`src/rtl/switch_alloc_rr.sv`:
```
// switch_alloc_rr
//   Combinational all-or-nothing round-robin allocator for the multicast
//   crossbar. An input is granted only when every output in its mask is
//   free and not already claimed by an earlier winner in this scan, so a
//   multicast frame never holds a partial set of outputs (no deadlock).
//
// Ports
//   req_i      [RADIX]        request per input (mask assumed nonzero)
//   mask_i     [RADIX*RADIX]  per-input output mask, input i at [i*RADIX +: RADIX]
//   busy_i     [RADIX]        outputs currently owned by an active frame
//   rr_ptr_i   [CL_RADIX]     first input to consider this cycle
//   grant_o    [RADIX]        inputs granted this cycle
//   gnt_out_o  [RADIX]        outputs newly claimed by this cycle's grants
//   rr_ptr_o   [CL_RADIX]     first granted input + 1 (mod RADIX), else rr_ptr_i
module switch_alloc_rr #(
  parameter int unsigned RADIX    = 4,
  parameter int unsigned CL_RADIX = 2
) (
  input  logic [RADIX-1:0]       req_i,
  input  logic [RADIX*RADIX-1:0] mask_i,
  input  logic [RADIX-1:0]       busy_i,
  input  logic [CL_RADIX-1:0]    rr_ptr_i,
  output logic [RADIX-1:0]       grant_o,
  output logic [RADIX-1:0]       gnt_out_o,
  output logic [CL_RADIX-1:0]    rr_ptr_o
);

  logic [RADIX-1:0] taken;
  logic             found;
  int unsigned      pos;

  // Scan position k maps to input (rr_ptr + k) mod RADIX; the inner loop
  // keeps every index a loop constant instead of a computed select.
  always_comb begin
    taken    = busy_i;
    found    = 1'b0;
    pos      = 0;
    grant_o  = '0;
    rr_ptr_o = rr_ptr_i;
    for (int unsigned k = 0; k < RADIX; k++) begin
      pos = (32'(rr_ptr_i) + k) % RADIX;
      for (int unsigned i = 0; i < RADIX; i++) begin
        if (i == pos && req_i[i] &&
            mask_i[i*RADIX +: RADIX] != '0 &&
            (mask_i[i*RADIX +: RADIX] & taken) == '0) begin
          grant_o[i] = 1'b1;
          taken      = taken | mask_i[i*RADIX +: RADIX];
          if (!found) begin
            found    = 1'b1;
            rr_ptr_o = CL_RADIX'((i + 1) % RADIX);
          end
        end
      end
    end
    gnt_out_o = taken & ~busy_i;
  end

endmodule

```
`src/rtl/switch_crossbar_mc.sv`:
```
// switch_crossbar_mc
//   RADIX x RADIX AXI-Stream crossbar with frame-granular multicast. tdest
//   is an output bitmask latched at grant; the frame is replicated to every
//   output in the mask. Per-output done bits remember which outputs already
//   took the current beat, so outputs may stall independently without
//   duplicating or losing beats. A tdest of zero drains and drops the frame.
//
// Ports
//   clk, rst                  single clock, synchronous active-low reset
//   s_axis_*  [RADIX x W]     input streams (tready is an output)
//   m_axis_*  [RADIX x W]     output streams (tready is an input)
//   drop_frame [RADIX]        one-cycle pulse after a zero-mask frame's tlast
module switch_crossbar_mc #(
  parameter int unsigned RADIX            = 4,
  parameter int unsigned AXIS_DATA_WIDTH  = 64,
  parameter int unsigned AXIS_KEEP_WIDTH  = AXIS_DATA_WIDTH/8,
  parameter int unsigned AXIS_ID_ENABLE   = 1,
  parameter int unsigned AXIS_ID_WIDTH    = 8,
  parameter int unsigned AXIS_DEST_WIDTH  = RADIX,
  parameter int unsigned AXIS_USER_ENABLE = 1,
  parameter int unsigned AXIS_USER_WIDTH  = 17,
  parameter int unsigned MULTICAST_ENABLE = 1
) (
  input  logic                               clk,
  input  logic                               rst,

  input  logic [RADIX*AXIS_DATA_WIDTH-1:0]   s_axis_tdata,
  input  logic [RADIX*AXIS_KEEP_WIDTH-1:0]   s_axis_tkeep,
  input  logic [RADIX-1:0]                   s_axis_tvalid,
  output logic [RADIX-1:0]                   s_axis_tready,
  input  logic [RADIX-1:0]                   s_axis_tlast,
  input  logic [RADIX*AXIS_ID_WIDTH-1:0]     s_axis_tid,
  input  logic [RADIX*AXIS_DEST_WIDTH-1:0]   s_axis_tdest,
  input  logic [RADIX*AXIS_USER_WIDTH-1:0]   s_axis_tuser,

  output logic [RADIX*AXIS_DATA_WIDTH-1:0]   m_axis_tdata,
  output logic [RADIX*AXIS_KEEP_WIDTH-1:0]   m_axis_tkeep,
  output logic [RADIX-1:0]                   m_axis_tvalid,
  input  logic [RADIX-1:0]                   m_axis_tready,
  output logic [RADIX-1:0]                   m_axis_tlast,
  output logic [RADIX*AXIS_ID_WIDTH-1:0]     m_axis_tid,
  output logic [RADIX*AXIS_DEST_WIDTH-1:0]   m_axis_tdest,
  output logic [RADIX*AXIS_USER_WIDTH-1:0]   m_axis_tuser,

  output logic [RADIX-1:0]                   drop_frame
);

  localparam int unsigned CL_RADIX = (RADIX > 1) ? $clog2(RADIX) : 1;
  localparam int unsigned DW   = AXIS_DATA_WIDTH;
  localparam int unsigned KW   = AXIS_KEEP_WIDTH;
  localparam int unsigned IW   = AXIS_ID_WIDTH;
  localparam int unsigned DSTW = AXIS_DEST_WIDTH;
  localparam int unsigned UW   = AXIS_USER_WIDTH;

  typedef enum logic [1:0] {
    ST_IDLE   = 2'd0,
    ST_ACTIVE = 2'd1,
    ST_DROP   = 2'd2
  } in_state_e;

  // Lowest set bit of a mask (two's-complement isolate).
  function automatic logic [RADIX-1:0] lowest_one(input logic [RADIX-1:0] m);
    return m & (~m + RADIX'(1));
  endfunction

  in_state_e            state_q [RADIX];
  in_state_e            state_d [RADIX];
  logic [RADIX-1:0]     mask_q  [RADIX];
  logic [RADIX-1:0]     mask_d  [RADIX];
  logic [RADIX-1:0]     done_q, done_d;
  logic [CL_RADIX-1:0]  rr_ptr_q, rr_ptr_d;
  logic [RADIX-1:0]     drop_q, drop_d;

  logic [RADIX-1:0]       mask_req [RADIX];
  logic [RADIX*RADIX-1:0] req_mask_flat;
  logic [RADIX-1:0]       req, busy;
  logic [RADIX-1:0]       grant, alloc_out;
  logic [CL_RADIX-1:0]    rr_ptr_next;
  logic [RADIX-1:0]       s_rdy, in_xfer;

  // Allocation requests from IDLE inputs; busy = outputs held by ACTIVE inputs.
  always_comb begin
    busy          = '0;
    req           = '0;
    req_mask_flat = '0;
    for (int unsigned i = 0; i < RADIX; i++) begin
      mask_req[i] = (MULTICAST_ENABLE != 0) ? s_axis_tdest[i*DSTW +: RADIX]
                                            : lowest_one(s_axis_tdest[i*DSTW +: RADIX]);
      req_mask_flat[i*RADIX +: RADIX] = mask_req[i];
      req[i] = (state_q[i] == ST_IDLE) && s_axis_tvalid[i] && (mask_req[i] != '0);
      if (state_q[i] == ST_ACTIVE) begin
        busy = busy | mask_q[i];
      end
    end
  end

  switch_alloc_rr #(
    .RADIX    (RADIX),
    .CL_RADIX (CL_RADIX)
  ) u_alloc (
    .req_i     (req),
    .mask_i    (req_mask_flat),
    .busy_i    (busy),
    .rr_ptr_i  (rr_ptr_q),
    .grant_o   (grant),
    .gnt_out_o (alloc_out),
    .rr_ptr_o  (rr_ptr_next)
  );

  // An active input advances once every targeted output has either already
  // taken the beat (done) or is taking it now.
  always_comb begin
    s_rdy   = '0;
    in_xfer = '0;
    for (int unsigned i = 0; i < RADIX; i++) begin
      case (state_q[i])
        ST_ACTIVE: s_rdy[i] = &(done_q | m_axis_tready | ~mask_q[i]);
        ST_DROP:   s_rdy[i] = 1'b1;
        default:   s_rdy[i] = 1'b0;
      endcase
      in_xfer[i] = s_axis_tvalid[i] & s_rdy[i];
    end
  end

  assign s_axis_tready = s_rdy;

  // Output muxes: each output has at most one ACTIVE owner, so the inner
  // loop selects it without a priority conflict.
  always_comb begin
    m_axis_tdata  = '0;
    m_axis_tkeep  = '0;
    m_axis_tvalid = '0;
    m_axis_tlast  = '0;
    m_axis_tid    = '0;
    m_axis_tdest  = '0;
    m_axis_tuser  = '0;
    done_d        = '0;
    for (int unsigned o = 0; o < RADIX; o++) begin
      for (int unsigned i = 0; i < RADIX; i++) begin
        if (state_q[i] == ST_ACTIVE && mask_q[i][o]) begin
          m_axis_tvalid[o]            = s_axis_tvalid[i] & ~done_q[o];
          m_axis_tdata[o*DW +: DW]    = s_axis_tdata[i*DW +: DW];
          m_axis_tkeep[o*KW +: KW]    = s_axis_tkeep[i*KW +: KW];
          m_axis_tlast[o]             = s_axis_tlast[i];
          m_axis_tdest[o*DSTW +: DSTW] = s_axis_tdest[i*DSTW +: DSTW];
          if (AXIS_ID_ENABLE != 0) begin
            m_axis_tid[o*IW +: IW] = s_axis_tid[i*IW +: IW];
          end
          if (AXIS_USER_ENABLE != 0) begin
            m_axis_tuser[o*UW +: UW] = s_axis_tuser[i*UW +: UW];
          end
          // The input transfer retires the beat everywhere; otherwise
          // remember outputs that took it so they do not see it twice.
          if (in_xfer[i]) begin
            done_d[o] = 1'b0;
          end else if (s_axis_tvalid[i] && !done_q[o] && m_axis_tready[o]) begin
            done_d[o] = 1'b1;
          end else begin
            done_d[o] = done_q[o];
          end
        end
      end
      if (alloc_out[o]) begin
        done_d[o] = 1'b0;
      end
    end
  end

  // Per-input frame state.
  always_comb begin
    rr_ptr_d = rr_ptr_next;
    drop_d   = '0;
    for (int unsigned i = 0; i < RADIX; i++) begin
      state_d[i] = state_q[i];
      mask_d[i]  = mask_q[i];
      case (state_q[i])
        ST_IDLE: begin
          if (grant[i]) begin
            state_d[i] = ST_ACTIVE;
            mask_d[i]  = mask_req[i];
          end else if (s_axis_tvalid[i] && mask_req[i] == '0) begin
            state_d[i] = ST_DROP;
          end
        end
        ST_ACTIVE: begin
          if (in_xfer[i] && s_axis_tlast[i]) begin
            state_d[i] = ST_IDLE;
            mask_d[i]  = '0;
          end
        end
        ST_DROP: begin
          if (in_xfer[i] && s_axis_tlast[i]) begin
            state_d[i] = ST_IDLE;
            drop_d[i]  = 1'b1;
          end
        end
        default: state_d[i] = ST_IDLE;
      endcase
    end
  end

  always_ff @(posedge clk) begin
    if (!rst) begin
      for (int unsigned i = 0; i < RADIX; i++) begin
        state_q[i] <= ST_IDLE;
        mask_q[i]  <= '0;
      end
      done_q   <= '0;
      rr_ptr_q <= '0;
      drop_q   <= '0;
    end else begin
      for (int unsigned i = 0; i < RADIX; i++) begin
        state_q[i] <= state_d[i];
        mask_q[i]  <= mask_d[i];
      end
      done_q   <= done_d;
      rr_ptr_q <= rr_ptr_d;
      drop_q   <= drop_d;
    end
  end

  assign drop_frame = drop_q;

endmodule

```
`config.mk`:
```
export PLATFORM = sky130hd
export DESIGN_NAME = switch_crossbar_mc
export DESIGN_NICKNAME = d
export VERILOG_FILES = /design/src/rtl/switch_alloc_rr.sv /design/src/rtl/switch_crossbar_mc.sv
export SDC_FILE = /design/constraint.sdc
export NUM_CORES = 1
export LEC_CHECK = 0
export CAP_MARGIN = 20
export CORE_AREA = 8 8 319 321
export CTS_CLUSTER_DIAMETER = 120
export DETAILED_ROUTE_END_ITERATION = 10
export DIE_AREA = 0 0 327 329
export PLACE_DENSITY_LB_ADDON = 0.3
export SLEW_MARGIN = 10
export SYNTH_ARGS = -nofsm -noshare
export SYNTH_HDL_FRONTEND = slang
export SYNTH_SLANG_ARGS = --single-unit
```
`constraint.sdc`:
```
create_clock -name clk -period 5.6 [get_ports clk]
set_clock_uncertainty 0.05 [all_clocks]
set_input_delay 1.12 -clock clk [delete_from_list [all_inputs] [get_ports clk]]
set_output_delay 1.12 -clock clk [all_outputs]
set_load 0.03 [all_outputs]
```
==> results_dict.tcl, run 1 <==
set metrics [dict create \
    cts.htree.levels 2 \
    wl_per_cell_um 28.0 \
    die_w_um 327 \
    ys.flop_type "dfxtp_1" \
    syn-num-nets 2938 \
    vdd_ir_drop_max_mv 0.159 \
    status "complete, but fails checks" \
    drt-total-wl_um 131000 \
    seq_area_frac_synth_pct 4.54 \
    antenna_found_initial 14 \
    finalSetupViolations 25 \
    firstDrtPassIters 6 \
    syn2layout_area_growth_pct 82.8 \
    grt_pass1_vias 24900 \
    tightest_slew_ns 0.995 \
    critPathKind "in -> reg" \
    cp.required_ns 5.78 \
    worstSetupStartpointType "primary input" \
    timing.rr.end "mask_q[0][2]$_SDFFE_PN0P_" \
    rsz0062_at_grt "true" \
    hold_depth 2 \
    cp-end-kind "register" \
    final_common_cell "o21ai_0" \
    syn_avg_cell_area_um2 5.98 \
    p_leak_nw 9.22 \
    r2r.worst_path.cells 24 \
    drtAntennaViolNets 0 \
    core_area_um2 97100 \
    postCtsHoldBufs 0 \
    yosysWarnings 0 \
    synthArstFlopShare_pct 0 \
    clockRootBuffer "clkbuf_16" \
    cts.path.max_buffers 2 \
    r2r-start "state_q[0][1]$_SDFFE_PN0P_" \
    synth_edf_count 0 \
    hpwl_um 99400 \
    pin_count 838 \
    fmax_ghz 0.169 \
    max-cap-violations 0 \
    dieArea_um2 108000 \
    vias 25900 \
    cp_max_fo 5 \
    hold_end "mask_q[3][3]$_SDFFE_PN0P_" \
    die_height_um 329 \
    tns_ns -6.19 \
    violations "negative setup slack" \
    mappedNetlistArea_um2 15000 \
    ys_ff_latch 34 \
    timing.final.ws_setup_ns -0.331 \
    power.total_mw 7.74 \
    crit_arrival_ns 6.11 \
    whs_ns 0.434 \
    final_cell_mix "o21ai_0, clkdlybuf4s50_1, nand2_1" \
    hold_viol 0 \
    rrSetupSlack_ns -0.24 \
    hold_path_class "reg -> reg" \
    relSlewSlack_pct 33.7 \
    io_buffers 837 \
    via_per_inst 5.56 \
    drv_slew 0 \
    synth.distinct_cells 78 \
    rows 115 \
    fin_crit_sh_pct 106 \
    grt_pass1_wl_um 182000 \
    grt_max_degree 133 \
    fin_nets 3798 \
    postSynthCellCount 2508 \
    grt_overflow 0 \
    fin_crit_ns 5.93 \
    cts_buffers 5 \
    hp-start "mask_q[3][3]$_SDFFE_PN0P_" \
    start_util_pct 15.4 \
    worstSkewPairLatency_ns 0.29 \
    gp_congestion 0.920 \
    drc_errors 0 \
    cts.sink_count 34 \
    grt_usage_pct 22.0 \
    layout-drive-gt1-share_pct 14.1 \
    clk_pin_slew_ns 0.06 \
    tritoncts "done" \
    post-place-ws_ns -1.18 \
    powerDensity_nw_per_um2 282 \
    drt_iter0_markers 3149 \
]
-- worst max-delay path by stage --
stage                     startpoint                         to  slack [ns]  cells after the start
floorplan            s_axis_tdest[1]  mask_q[3][0]$_SDFFE_PN0P_       -0.11                     19
global placement     s_axis_tdest[8]  mask_q[3][1]$_SDFFE_PN0P_       -1.21                     19
detailed placement   s_axis_tdest[8]     rr_ptr_q[0]$_SDFF_PN0_       -1.18                     21
CTS                  s_axis_tdest[2]  mask_q[1][2]$_SDFFE_PN0P_       -0.34                     20
global route         s_axis_tdest[4]  mask_q[3][1]$_SDFFE_PN0P_       -0.51                     26
finish              s_axis_tvalid[3]  mask_q[0][2]$_SDFFE_PN0P_       -0.33                     21
-- report_power, final --
| group | switching [mW] | internal [mW] | leakage [nW] |
|---|---|---|---|
| sequential | 0.0621 | 0.310 | 0.277 |
| clock | 0.119 | 0.209 | 0.0836 |
| combinational | 4.01 | 3.03 | 8.85 |
| total | 4.19 | 3.55 | 9.22 |
-- metal layers --
metal | wire (µm) | GRT usage [%] | vias up
li1 | - | - | 11500
met3 | 12200 | 5.08 | 240
met5 | 0 | 0 | -
met4 | 4680 | 6.83 | 0
met1 | 53900 | 28.6 | 12500
met2 | 59800 | 36.0 | 1677
-- flip-flops by register name, indices dropped and copies added (netlist names) --
name        flops
done_q          4
state_q         8
mask_q         16
rr_ptr_q        2
drop_frame      4
-- synth_stat cells, types with 4 or more instances --
cell / count / share of area, %
a21o_1: 7 / 0.35
nor4_1: 7 / 0.29
nor3_1: 10 / 0.33
nand4_1: 6 / 0.25
a221oi_1: 5 / 0.29
dfxtp_1: 34 / 4.5
buf_1: 20 / 0.50
and2_1: 20 / 0.83
inv_1: 25 / 0.63
a22o_1: 6 / 0.35
a21oi_1: 35 / 1.2
a22oi_1: 19 / 0.95
mux2i_1: 13 / 0.87
a211oi_1: 19 / 0.95
o2111ai_1: 9 / 0.53
or3_1: 4 / 0.17
nor2b_1: 14 / 0.58
ha_1: 12 / 1.0
nand3b_1: 9 / 0.45
o21ai_0: 849 / 28
o31a_1: 4 / 0.23
o31ai_1: 12 / 0.60
and3_1: 16 / 0.67
a221o_1: 412 / 28
a311oi_1: 5 / 0.29
a31o_2: 4 / 0.23
clkbuf_1: 295 / 7.4
o21a_1: 8 / 0.40
a31oi_1: 9 / 0.38
nand2_1: 491 / 12
nand3_1: 11 / 0.37
nor2_1: 45 / 1.1
-- cell families after synthesis --
family                     Yosys count  synth area share [%]
muxes                               13                 0.868
buffers and inverters              347                  8.87
and+or+nand+nor                    651                  18.5
AOI/OAI and AO/OA                 1451                  66.2
DFF                                 34                  4.54
adders and majority gates           12                  1.00
-- what timing repair did --
| action | 4_1_cts | 5_1_grt |
|---|---|---|
| endpoints found under the setup margin | 25 | 25 |
| setup buffers | 19 | 22 |
| cloned | 0 | 1 |
| gates resized for setup | 92 | 62 |
| endpoints found under the hold margin | 0 | 0 |
| pin swaps | 44 | 54 |
-- through the flow --
step / cells / util, % / cell area, µm²
after floorplan: 2508 / - / 15100
after CTS: 4633 / 27.7 / 26900
final: 4668 / 28.2 / 27400
after global placement: 4607 / 27.1 / 26300
after detailed placement: 4607 / 27.1 / 26300
after global routing: 4660 / 28.2 / 27400
-- critical path, stage by stage --
cell,delay (ns)
clkdlybuf4s50_1,0.60
nand3b_1,0.17
a211oi_2,0.33
buf_6,0.18
buf_4,0.11
a32oi_2,0.15
o221a_2,0.34
a221o_2,0.43
buf_4,0.16
a21oi_2,0.13
a32oi_1,0.11
buf_4,0.17
a41oi_4,0.22
buf_6,0.13
a21bo_1,0.18
a22o_1,0.26
nor4_4,0.34
nand3_2,0.20
a41o_4,0.29
or3b_4,0.37
a21boi_2,0.11
-- layout make-up --
class,count,area [µm²]
Inverter,25,93.8
Multi-Input combinational cell,2127,13600
Timing Repair Buffer,1175,11200
Sequential cell,34,681
Fill cell,10700,69700
Antenna cell,12,30.0
Clock buffer,5,125
Tap cell,1287,1610
Clock inverter,3,40.0
(Power assumes the default switching activity.)
==> run 2: changes to the inputs <==
--- a/config.mk
+++ b/config.mk
@@ -6,10 +6,10 @@
 export NUM_CORES = 1
 export LEC_CHECK = 0
 export CAP_MARGIN = 20
-export CORE_AREA = 8 8 319 321
+export CORE_AREA = 10 10 321 323
 export CTS_CLUSTER_DIAMETER = 120
 export DETAILED_ROUTE_END_ITERATION = 10
-export DIE_AREA = 0 0 327 329
+export DIE_AREA = 0 0 331 333
 export PLACE_DENSITY_LB_ADDON = 0.3
 export SLEW_MARGIN = 10
 export SYNTH_ARGS = -nofsm -noshare
==> run 2 against run 1 <==
- the flow still finishes with violations (negative setup slack)
- worst hold slack gained 0.0095 ns
- register-to-register slack lost 0.11 ns
- sequential share of layout area is essentially flat
- die area rose by 2.5%
- utilization shrank 0.11 points
- global-route usage down 0.19 points
- worst setup slack got worse by 0.077 ns
- critical path depth grew 5
==> results_dict.tcl, run 2 (synthesis gave the netlist of run 1 again) <==
set metrics [dict create \
    status "complete, but fails checks" \
    violations "negative setup slack" \
    drt_iter0_markers 3039 \
    p_int_mw 3.43 \
    vdd_ir_drop_max_mv 0.153 \
    clkPwrFrac_pct 4.0 \
    swShare_pct 54.9 \
    dieArea_um2 110000 \
    gp_congestion 0.917 \
    clk_pin_slew_ns 0.07 \
    grt_pass1_vias 24300 \
    grt_usage_pct 21.8 \
    drtAntennaViolNets 0 \
    cp-end-kind "register" \
    fin_crit_sh_pct 107 \
    wl_per_cell_um 28.4 \
    top_register "mask_q" \
    stdcell_area_um2 27100 \
    crit_family "compound AO/OA/AOI/OAI gates" \
    vias 25500 \
    fmax_ghz 0.166 \
    drv_slew 0 \
    whs_ns 0.444 \
    fillers 10600 \
    cpPeakStageDelay_ns 0.47 \
    cts_buffers 5 \
    cp.required_ns 5.78 \
    drt-total-wl_um 131000 \
    layout-drive-gt1-share_pct 12.5 \
    largest_register_ffs 16 \
    rows 114 \
    relSlewSlack_pct 37.8 \
    hold_path_class "reg -> reg" \
    clockRootBuffer "clkbuf_16" \
    met3_usage_pct 5.49 \
    worstSkewPairLatency_ns 0.30 \
    fin_crit_ns 6.01 \
    pin_count 838 \
    start_util_pct 15.6 \
    cts.path.max_buffers 2 \
    powerDensity_nw_per_um2 281 \
    post-place-ws_ns -1.15 \
    grt_max_degree 127 \
    drc_errors 0 \
    placed_cell_area_um2 26200 \
    r2r.worst_path.cells 27 \
    core_area_um2 96300 \
    hold_depth 2 \
    antenna_found_initial 21 \
    io_buffers 837 \
    syn2layout_area_growth_pct 80.5 \
    slowest_stage "a221o_2" \
    grt_pass1_wl_um 183000 \
    p_comb_share_pct 91.3 \
    rsz0062_at_grt "true" \
    grt_overflow 0 \
    worstSetupStartpointType "primary input" \
    final_common_cell "o21ai_0" \
    hpwl_um 101000 \
    cp_common_cell "buf_4" \
    cp.depth 26 \
    cts.htree.levels 2 \
    crit_arrival_ns 6.19 \
    largest_registers "mask_q (16), state_q (8)" \
    grtUsageMet1_pct 27.6 \
    hold_viol 0 \
    tritoncts "done" \
    firstDrtPassIters 6 \
    final_cell_mix "o21ai_0, clkdlybuf4s50_1, nand2_1" \
    fin_nets 3761 \
    postCtsHoldBufs 0 \
    cp_max_fo 5 \
    crit_buf_inv 8 \
    critPathKind "in -> reg" \
    max-cap-violations 0 \
    timing.final.ws_setup_ns -0.408 \
    finalSetupViolations 25 \
    die_w_um 331 \
    p_leak_nw 9.02 \
    top_usage_layer "met2" \
    power_switching_mw 4.18 \
    met2_usage_pct 36.3 \
    cts.sink_count 34 \
    seq_power_share_pct 4.8 \
    tightest_slew_ns 0.923 \
    die_height_um 333 \
    via_per_inst 5.52 \
]
run 2: cell count changes in the layout (fill, tap and decap cells not counted), moves of 3 or more:
cell,before,now
buf_4,300,272
nand2_1,481,484
a31oi_2,3,0
clkdlybuf4s15_1,3,0
buf_6,21,10
clkdlybuf4s50_1,818,823
buf_12,17,20
run 2: worst register-to-register path, delay by kind of cell, from the launching register on:
family,cells,cell delay [ns]
flops,1,0.33
compound gates,14,3.08
buf+inv,8,1.19
fa+ha+maj,1,0.30
simple gates,4,0.94
run 2: layout make-up:
class | count | area [µm²] | share of cell area (%)
flip-flops and latches | 34 | 681 | 2.52
multi-input cells | 2127 | 13600 | 50.2
inverters | 25 | 93.8 | 0.347
repair buffers | 1138 | 10900 | 40.4
clock inverters | 1 | 5.00 | 0.0185
well taps | 1276 | 1600 | 5.90
diodes | 13 | 32.5 | 0.120
clock buffers | 7 | 143 | 0.527
run 2: through the flow:
stage	setup TNS, ns	std cells	power, mW	utilization, %
detailed placement	-24.85	4578	6.87	27.2
CTS	-9.16	4601	7.45	27.8
global route	-13.42	4620	7.99	28.1
global placement	-24.03	4578	6.90	27.2
floorplan	-1.05	2508	3.73	-
finish	-7.83	4621	7.61	28.1
run 2: what timing repair did:
action                                  CTS  global route
gates cloned                              0             0
pin swaps                                47            22
gates resized for setup                  90            29
endpoints found under the setup margin   25            25
setup buffers                            18             7
run 2: worst paths after layout:
kind                            slack, ns                        from                         to
worst max-delay path                -0.41            s_axis_tvalid[1]  mask_q[0][2]$_SDFFE_PN0P_
worst min-delay path                 0.44   mask_q[3][3]$_SDFFE_PN0P_  mask_q[3][3]$_SDFFE_PN0P_
worst max register to register      -0.35  state_q[2][1]$_SDFFE_PN0P_  mask_q[0][2]$_SDFFE_PN0P_
worst min register to register       0.44   mask_q[3][3]$_SDFFE_PN0P_  mask_q[3][3]$_SDFFE_PN0P_
run 2: per-layer routing:
layer | share of wire, % | up-vias
li1 | - | 11400
met1 | 41 | 12300
met2 | 47 | 1588
met3 | 9.9 | 208
met4 | 2.7 | 16
met5 | 0.080 | -
run 2: power by group through the flow:
stage                     Sequential [mW]  Clock, mW  Combinational, mW
after CTS                           0.359      0.304               6.79
after global routing                0.366      0.320               7.30
after global placement              0.365          0               6.54
final                               0.362      0.301               6.94
after floorplan                     0.358          0               3.37
after detailed placement            0.363          0               6.50
